--- src/rtl/sop_pkg.sv ---
// sop_pkg: shared types and elaboration-time helpers for the sum-of-products engine.
//   state_t    : FSM encoding (IDLE, RUN, DRAIN)
//   clog2      : ceiling log2, usable in parameter expressions
//   acc_width  : accumulator width that can hold any PAIRS-term sum of products without wrapping
package sop_pkg;

    typedef enum logic [1:0] {
        IDLE  = 2'd0,
        RUN   = 2'd1,
        DRAIN = 2'd2
    } state_t;

    function automatic int clog2(input int value);
        int r;
        r = 0;
        for (int i = 0; i < 31; i++) begin
            if ((32'sd1 <<< i) < value) begin
                r = i + 1;
            end
        end
        return r;
    endfunction

    // Two full products plus growth for PAIRS terms plus one sign bit, so that
    // unsigned sums and net subtractions both stay exact.
    function automatic int acc_width(input int width, input int pairs);
        return 2 * width + clog2(pairs) + 1;
    endfunction

endpackage

--- src/rtl/sop_engine_if.sv ---
// sop_engine_if: request/result bundle between a requester and sop_engine.
//   start, operands, sub_mask, signed_mode : requester -> engine
//   result, overflow, busy, done           : engine -> requester
//   master modport = requester side, slave modport = engine side.
interface sop_engine_if #(
    parameter int WIDTH = 32,
    parameter int PAIRS = 3
);
    logic                       start;
    logic [2*PAIRS*WIDTH-1:0]   operands;
    logic [PAIRS-1:0]           sub_mask;
    logic                       signed_mode;
    logic [WIDTH-1:0]           result;
    logic                       overflow;
    logic                       busy;
    logic                       done;

    modport master (
        output start, operands, sub_mask, signed_mode,
        input  result, overflow, busy, done
    );

    modport slave (
        input  start, operands, sub_mask, signed_mode,
        output result, overflow, busy, done
    );
endinterface

--- src/rtl/sop_mult.sv ---
// sop_mult: registered WIDTH x WIDTH multiplier.
//   clk, rst     : clock, asynchronous active-low reset (clears p_reg)
//   en           : load a new product this edge
//   signed_mode  : 1 = operands are two's complement, 0 = unsigned
//   a, b         : operands
//   p_reg        : registered 2*WIDTH product (exact in either mode)
module sop_mult #(
    parameter int WIDTH = 32
) (
    input  logic                 clk,
    input  logic                 rst,
    input  logic                 en,
    input  logic                 signed_mode,
    input  logic [WIDTH-1:0]     a,
    input  logic [WIDTH-1:0]     b,
    output logic [2*WIDTH-1:0]   p_reg
);
    logic [2*WIDTH-1:0] a_ext_s;
    logic [2*WIDTH-1:0] b_ext_s;
    logic [2*WIDTH-1:0] prod_s;

    // Extend operands to the product width; the low 2*WIDTH bits of the
    // product are then correct for both signed and unsigned interpretation.
    always_comb begin
        a_ext_s = {{WIDTH{signed_mode & a[WIDTH-1]}}, a};
        b_ext_s = {{WIDTH{signed_mode & b[WIDTH-1]}}, b};
        prod_s  = a_ext_s * b_ext_s;
    end

    // Product register.
    always_ff @(posedge clk or negedge rst) begin
        if (!rst) begin
            p_reg <= '0;
        end else if (en) begin
            p_reg <= prod_s;
        end
    end
endmodule

--- src/rtl/sop_engine.sv ---
// sop_engine: computes sum of +/-(a_k * b_k) over PAIRS operand pairs, one pair per cycle.
//   clk, rst : clock, asynchronous active-low reset
//   bus      : sop_engine_if slave (start/operands/sub_mask/signed_mode in,
//              result/overflow/busy/done out)
// start in IDLE captures the request; RUN feeds one pair per edge into the
// registered multiplier while the previous product is accumulated; DRAIN adds
// the final product, loads result/overflow and pulses done.
module sop_engine
    import sop_pkg::*;
#(
    parameter int WIDTH = 32,
    parameter int PAIRS = 3
) (
    input  logic          clk,
    input  logic          rst,
    sop_engine_if.slave   bus
);
    localparam int ACC_W = acc_width(WIDTH, PAIRS);
    localparam int P_W   = 2 * WIDTH;
    localparam int IDX_W = (PAIRS > 1) ? clog2(PAIRS) : 1;
    localparam logic [IDX_W-1:0] LAST_IDX = IDX_W'(PAIRS - 1);

    state_t                     state_r, state_s;
    logic [IDX_W-1:0]           idx_r;
    logic [2*PAIRS*WIDTH-1:0]   ops_r;
    logic [PAIRS-1:0]           mask_r;
    logic                       mode_r;
    logic [ACC_W-1:0]           acc_r;
    logic                       pvld_r;
    logic                       psub_r;
    logic [WIDTH-1:0]           result_r;
    logic                       overflow_r;
    logic                       busy_r;
    logic                       done_r;

    logic [WIDTH-1:0]           a_s, b_s;
    logic                       sub_s;
    logic [P_W-1:0]             p_reg_s;
    logic [ACC_W-1:0]           p_ext_s;
    logic [ACC_W-1:0]           sum_s;
    logic [ACC_W-WIDTH:0]       hi_s;
    logic                       ovf_s;

    // Select the pair (and its mask bit) addressed by idx_r.
    always_comb begin
        a_s   = '0;
        b_s   = '0;
        sub_s = 1'b0;
        for (int k = 0; k < PAIRS; k++) begin
            a_s   = (idx_r == IDX_W'(k)) ? ops_r[2*k*WIDTH +: WIDTH]     : a_s;
            b_s   = (idx_r == IDX_W'(k)) ? ops_r[(2*k+1)*WIDTH +: WIDTH] : b_s;
            sub_s = (idx_r == IDX_W'(k)) ? mask_r[k]                     : sub_s;
        end
    end

    sop_mult #(.WIDTH(WIDTH)) u_mult (
        .clk         (clk),
        .rst         (rst),
        .en          (state_r == RUN),
        .signed_mode (mode_r),
        .a           (a_s),
        .b           (b_s),
        .p_reg       (p_reg_s)
    );

    // Accumulate the registered product when valid, and test the resulting
    // sum against the range of the captured mode.
    always_comb begin
        p_ext_s = {{(ACC_W-P_W){mode_r & p_reg_s[P_W-1]}}, p_reg_s};
        if (pvld_r) begin
            sum_s = psub_r ? (acc_r - p_ext_s) : (acc_r + p_ext_s);
        end else begin
            sum_s = acc_r;
        end
        hi_s = sum_s[ACC_W-1:WIDTH-1];
        if (mode_r) begin
            // Signed fits only when every bit from WIDTH-1 upward equals the sign.
            ovf_s = ~((&hi_s) | ~(|hi_s));
        end else begin
            // Unsigned fits only when nothing is set at or above bit WIDTH
            // (a negative sum has its sign bit set there).
            ovf_s = |sum_s[ACC_W-1:WIDTH];
        end
    end

    // Next-state logic.
    always_comb begin
        state_s = state_r;
        case (state_r)
            IDLE:    state_s = bus.start ? RUN : IDLE;
            RUN:     state_s = (idx_r == LAST_IDX) ? DRAIN : RUN;
            DRAIN:   state_s = IDLE;
            default: state_s = IDLE;
        endcase
    end

    // State, capture registers, accumulator and registered outputs.
    always_ff @(posedge clk or negedge rst) begin
        if (!rst) begin
            state_r    <= IDLE;
            idx_r      <= '0;
            ops_r      <= '0;
            mask_r     <= '0;
            mode_r     <= 1'b0;
            acc_r      <= '0;
            pvld_r     <= 1'b0;
            psub_r     <= 1'b0;
            result_r   <= '0;
            overflow_r <= 1'b0;
            busy_r     <= 1'b0;
            done_r     <= 1'b0;
        end else begin
            state_r <= state_s;
            busy_r  <= (state_s != IDLE);
            done_r  <= (state_r == DRAIN);
            case (state_r)
                IDLE: begin
                    if (bus.start) begin
                        ops_r  <= bus.operands;
                        mask_r <= bus.sub_mask;
                        mode_r <= bus.signed_mode;
                        idx_r  <= '0;
                        acc_r  <= '0;
                        pvld_r <= 1'b0;
                    end
                end
                RUN: begin
                    acc_r  <= sum_s;
                    pvld_r <= 1'b1;
                    psub_r <= sub_s;
                    idx_r  <= idx_r + IDX_W'(1);
                end
                DRAIN: begin
                    acc_r      <= sum_s;
                    pvld_r     <= 1'b0;
                    result_r   <= sum_s[WIDTH-1:0];
                    overflow_r <= ovf_s;
                end
                default: begin
                    pvld_r <= 1'b0;
                end
            endcase
        end
    end

    assign bus.result   = result_r;
    assign bus.overflow = overflow_r;
    assign bus.busy     = busy_r;
    assign bus.done     = done_r;
endmodule

--- src/flat_wrapper.sv ---
// flat-port wrapper written by rule: the top's interface ports become plain ports
module sop_engine_flat import sop_pkg::*;
#(
    parameter int WIDTH = 32,
    parameter int PAIRS = 3
)
  (clk, rst, bus_start, bus_operands, bus_sub_mask, bus_signed_mode, bus_result, bus_overflow, bus_busy, bus_done);
  sop_engine_if #(.WIDTH(WIDTH), .PAIRS(PAIRS)) bus_i ();
  input  logic clk;
  input  logic rst;
  input wire logic [$bits(bus_i.start)-1:0] bus_start;
  input wire logic [$bits(bus_i.operands)-1:0] bus_operands;
  input wire logic [$bits(bus_i.sub_mask)-1:0] bus_sub_mask;
  input wire logic [$bits(bus_i.signed_mode)-1:0] bus_signed_mode;
  output wire logic [$bits(bus_i.result)-1:0] bus_result;
  output wire logic [$bits(bus_i.overflow)-1:0] bus_overflow;
  output wire logic [$bits(bus_i.busy)-1:0] bus_busy;
  output wire logic [$bits(bus_i.done)-1:0] bus_done;
  assign bus_i.start = bus_start;
  assign bus_i.operands = bus_operands;
  assign bus_i.sub_mask = bus_sub_mask;
  assign bus_i.signed_mode = bus_signed_mode;
  assign bus_result = bus_i.result;
  assign bus_overflow = bus_i.overflow;
  assign bus_busy = bus_i.busy;
  assign bus_done = bus_i.done;
  sop_engine #(.WIDTH(WIDTH), .PAIRS(PAIRS)) u_core (.clk(clk), .rst(rst), .bus(bus_i));
endmodule
--- config.mk ---
export PLATFORM = sky130hd
export DESIGN_NAME = sop_engine_flat
export DESIGN_NICKNAME = d
export VERILOG_FILES = /design/src/rtl/sop_pkg.sv /design/src/rtl/sop_engine_if.sv /design/src/rtl/sop_mult.sv /design/src/rtl/sop_engine.sv /design/src/flat_wrapper.sv
export SDC_FILE = /design/constraint.sdc
export NUM_CORES = 2
export LEC_CHECK = 0
export CAP_MARGIN = 30
export CORE_MARGIN = 4
export CORE_UTILIZATION = 35
export DETAILED_ROUTE_END_ITERATION = 12
export PLACE_DENSITY_LB_ADDON = 0.3
export SYNTH_ARGS = -nofsm -noshare
export SYNTH_HDL_FRONTEND = slang
export SYNTH_SLANG_ARGS = --single-unit
export TNS_END_PERCENT = 50
--- constraint.sdc ---
create_clock -name clk -period 11.88 [get_ports clk]
set_input_delay 2.376 -clock clk [delete_from_list [all_inputs] [get_ports clk]]
set_output_delay 2.376 -clock clk [all_outputs]
set_load 0.02 [all_outputs]
==> impl_results.md <==
* Synth unique cells at 88
* Initial DRT Pass Iterations at 5
* # DRC at 0
* Clock root cell: clkbuf_16
* Largest net degree at the start of global routing at 167
* I/O pin cnt at 234
* WP data required at 12.42 ns
* Worst min-delay path category: flop to flop
* Top_reg_cell synth: dfrtp_1
* Relative slew slack at 27.5%
* Slew @ Worst Pin at roughly 1.1 ns
* Sequential fraction of the synthesis area at roughly 16%
* Post-synth top area cell: fa_1
* Clock input transition at the sequential cells of the worst setup and hold paths at approximately 0.060 ns
* WP data arrival at 11.43 ns
* Post-synth top area share at between 30% and 40%
* Unrepaired setup endpoints after global routing: false
* Most common cell in the netlist: inv_1
* CP Launch Type: flop
* Async S/R FF share, synth at 100%
* Layout cells sized above 1 at 8.66%
* Max Buffers Root-to-Sink at 3
* Cell Rows at approximately 150
* Post-cts repair resize count at 0
* DPL Wire Length at 160000 um
* WL/cell at 22.7 um
* Die Height at 416 um
* Tmin final at 10.88 ns
* CP max-delay cell: fa_1
* CP peak stage delay at 0.80 ns
* TritonCTS clock tree: done
* Core area at 165000 um2
* Via count at 45131
* Final Cycle Share at 91.6%
* Hold-fix buffers at CTS at 0
* Max-Cap Viols at 0
* Starting Density at a little over a third
* Cell area after synthesis at 58200 um2
* Vias in the first global route at roughly 48000
* EDFF count, synth at 0
* Setup Buffers After CTS at 0
* Cell mode on critical path: fa_1
* Antenna viol nets, final at 0
* Gate count after technology mapping at 6257
* Congestion Overflow GR at 0
* CP endpoint kind: flop
* Syn Nets at 7867
* Yosys reg bits at 368
* Synth warn at 0
* Max frequency at 91.9 MHz
* H-tree depth at 2
* Fin nets at 7986
* # setup viols final at 0
* Die ar. at 173000 um2
* Area Growth Syn to Fin at 12.0%
* Kind of critical path: flop to flop
* Status: finished, final reports clean
* Global-route wire length before repair at 296000 um
* Synth area leaders: fa_1, dfrtp_1, inv_1
* IO buf count at 233
* DR vias/cell at 5.25
* CTS buffer count at 43
* Die W at 416 um
* Synthesized area per cell at 9.29 um2
* Synth top cells by count: inv_1, fa_1, nand2_1
* Placer congestion estimate at roughly 0.96
* Clk_skew at 0.0471 ns
* Iteration-0 DRC Markers at about 3500
* Tot GR Track Use at 22.5%
* Worst-path fanout max at 49
* Clock latency on the worst-skew pair at around 0.66 ns
* CTS Sinks at 368
* Initial antenna violation count at 7
* Drt total wl at around 200000 um
* Final Hold Vio Count at 0
* Max FFs per register at between 150 and 200
* TNS Setup at 0 ns
* Final Max Tran Viols at 0
==> routing by layer <==
layer / track usage (%) / part of all wire [%] / vias to the layer above
met5: 0 / 0.025 / -
met2: 35.9 / 45 / 1717
met3: 4.65 / 7.7 / 398
li1: - / - / 19745
met1: 30.1 / 42 / 23263
met4: 8.92 / 4.9 / 8
==> cells by family after synthesis <==
group	Yosys count	synth area share [%]
adder cells (fa/ha/maj)	1411	44.9
XOR/XNOR	170	2.56
flip-flops	368	15.8
buffers and inverters	1443	9.34
AO/OA/AOI/OAI	828	9.28
AND/OR/NAND/NOR	1756	12.7
multiplexers	281	5.37
==> metrics by stage <==
step / worst slack [ns] / hold WS (ns) / area [um2] / cells / util, %
6_report: 0.996 / 0.506 / 65100 / 8602 / 39.5
3_5_place_dp: 1.07 / 0.494 / 63500 / 8518 / 38.5
2_1_floorplan: 2.29 / 0.470 / 58200 / 6257 / -
4_1_cts: 1.04 / 0.508 / 65100 / 8598 / 39.4
5_1_grt: 0.414 / 0.510 / 65100 / 8600 / 39.5
3_3_place_gp: 1.16 / 0.488 / 63400 / 8515 / 38.5
==> cell type report <==
| cell class | count | area, um2 |
|---|---|---|
| Fill cell | 16498 | 99900 |
| Multi-Input combinational cell | 4446 | 43800 |
| Sequential cell | 368 | 9210 |
| Inverter | 1139 | 4280 |
| Timing Repair Buffer | 378 | 3510 |
| Tap cell | 2189 | 2740 |
| Clock buffer | 58 | 1230 |
| Clock inverter | 22 | 363 |
| Antenna cell | 2 | 5.00 |
==> layout by cell type (no fill, tap or decap), drive strengths merged, types with 49 or more instances in the layout <==
master and n:
nor2 548, a22oi 65, xnor2 125, o21a 76, o21ai 184, nand2 905, a21oi 212, nor3 49
inv 1142, mux2 247, a21o 100, dfrtp 368, clkdlybuf4s50 232, ha 285, buf 145, fa 1126
clkbuf 59
==> worst paths after layout <==
kind | from | endpoint | slack (ns) | cells past startpoint
max | u_core.idx_r[0] | u_core.u_mult.p_reg[62] | 1.0 | 32
min | u_core.ops_r[176] | u_core.ops_r[176] | 0.51 | 1
max reg2reg | u_core.idx_r[0] | u_core.u_mult.p_reg[62] | 1.0 | 32
min reg2reg | u_core.ops_r[176] | u_core.ops_r[176] | 0.51 | 1
max in group asynchronous | rst | u_core.ops_r[113] | 7.98 | 3
min in group asynchronous | rst | u_core.bus.result[13] | 1.74 | 1
==> worst max-delay path: cells and delay by family (launching register included) <==
family                     cells  cell delay, ns
AOI/OAI and AO/OA              7            2.18
xor gates and xnor gates       1            0.11
adders and majority gates     10            4.87
buffers and inverters         10            1.82
DFF                            1            0.41
muxes                          1            0.26
and+or+nand+nor                3            1.03
Power is not shown: default switching activity piles up to over one toggle a cycle in this logic, so the estimate is an artifact.
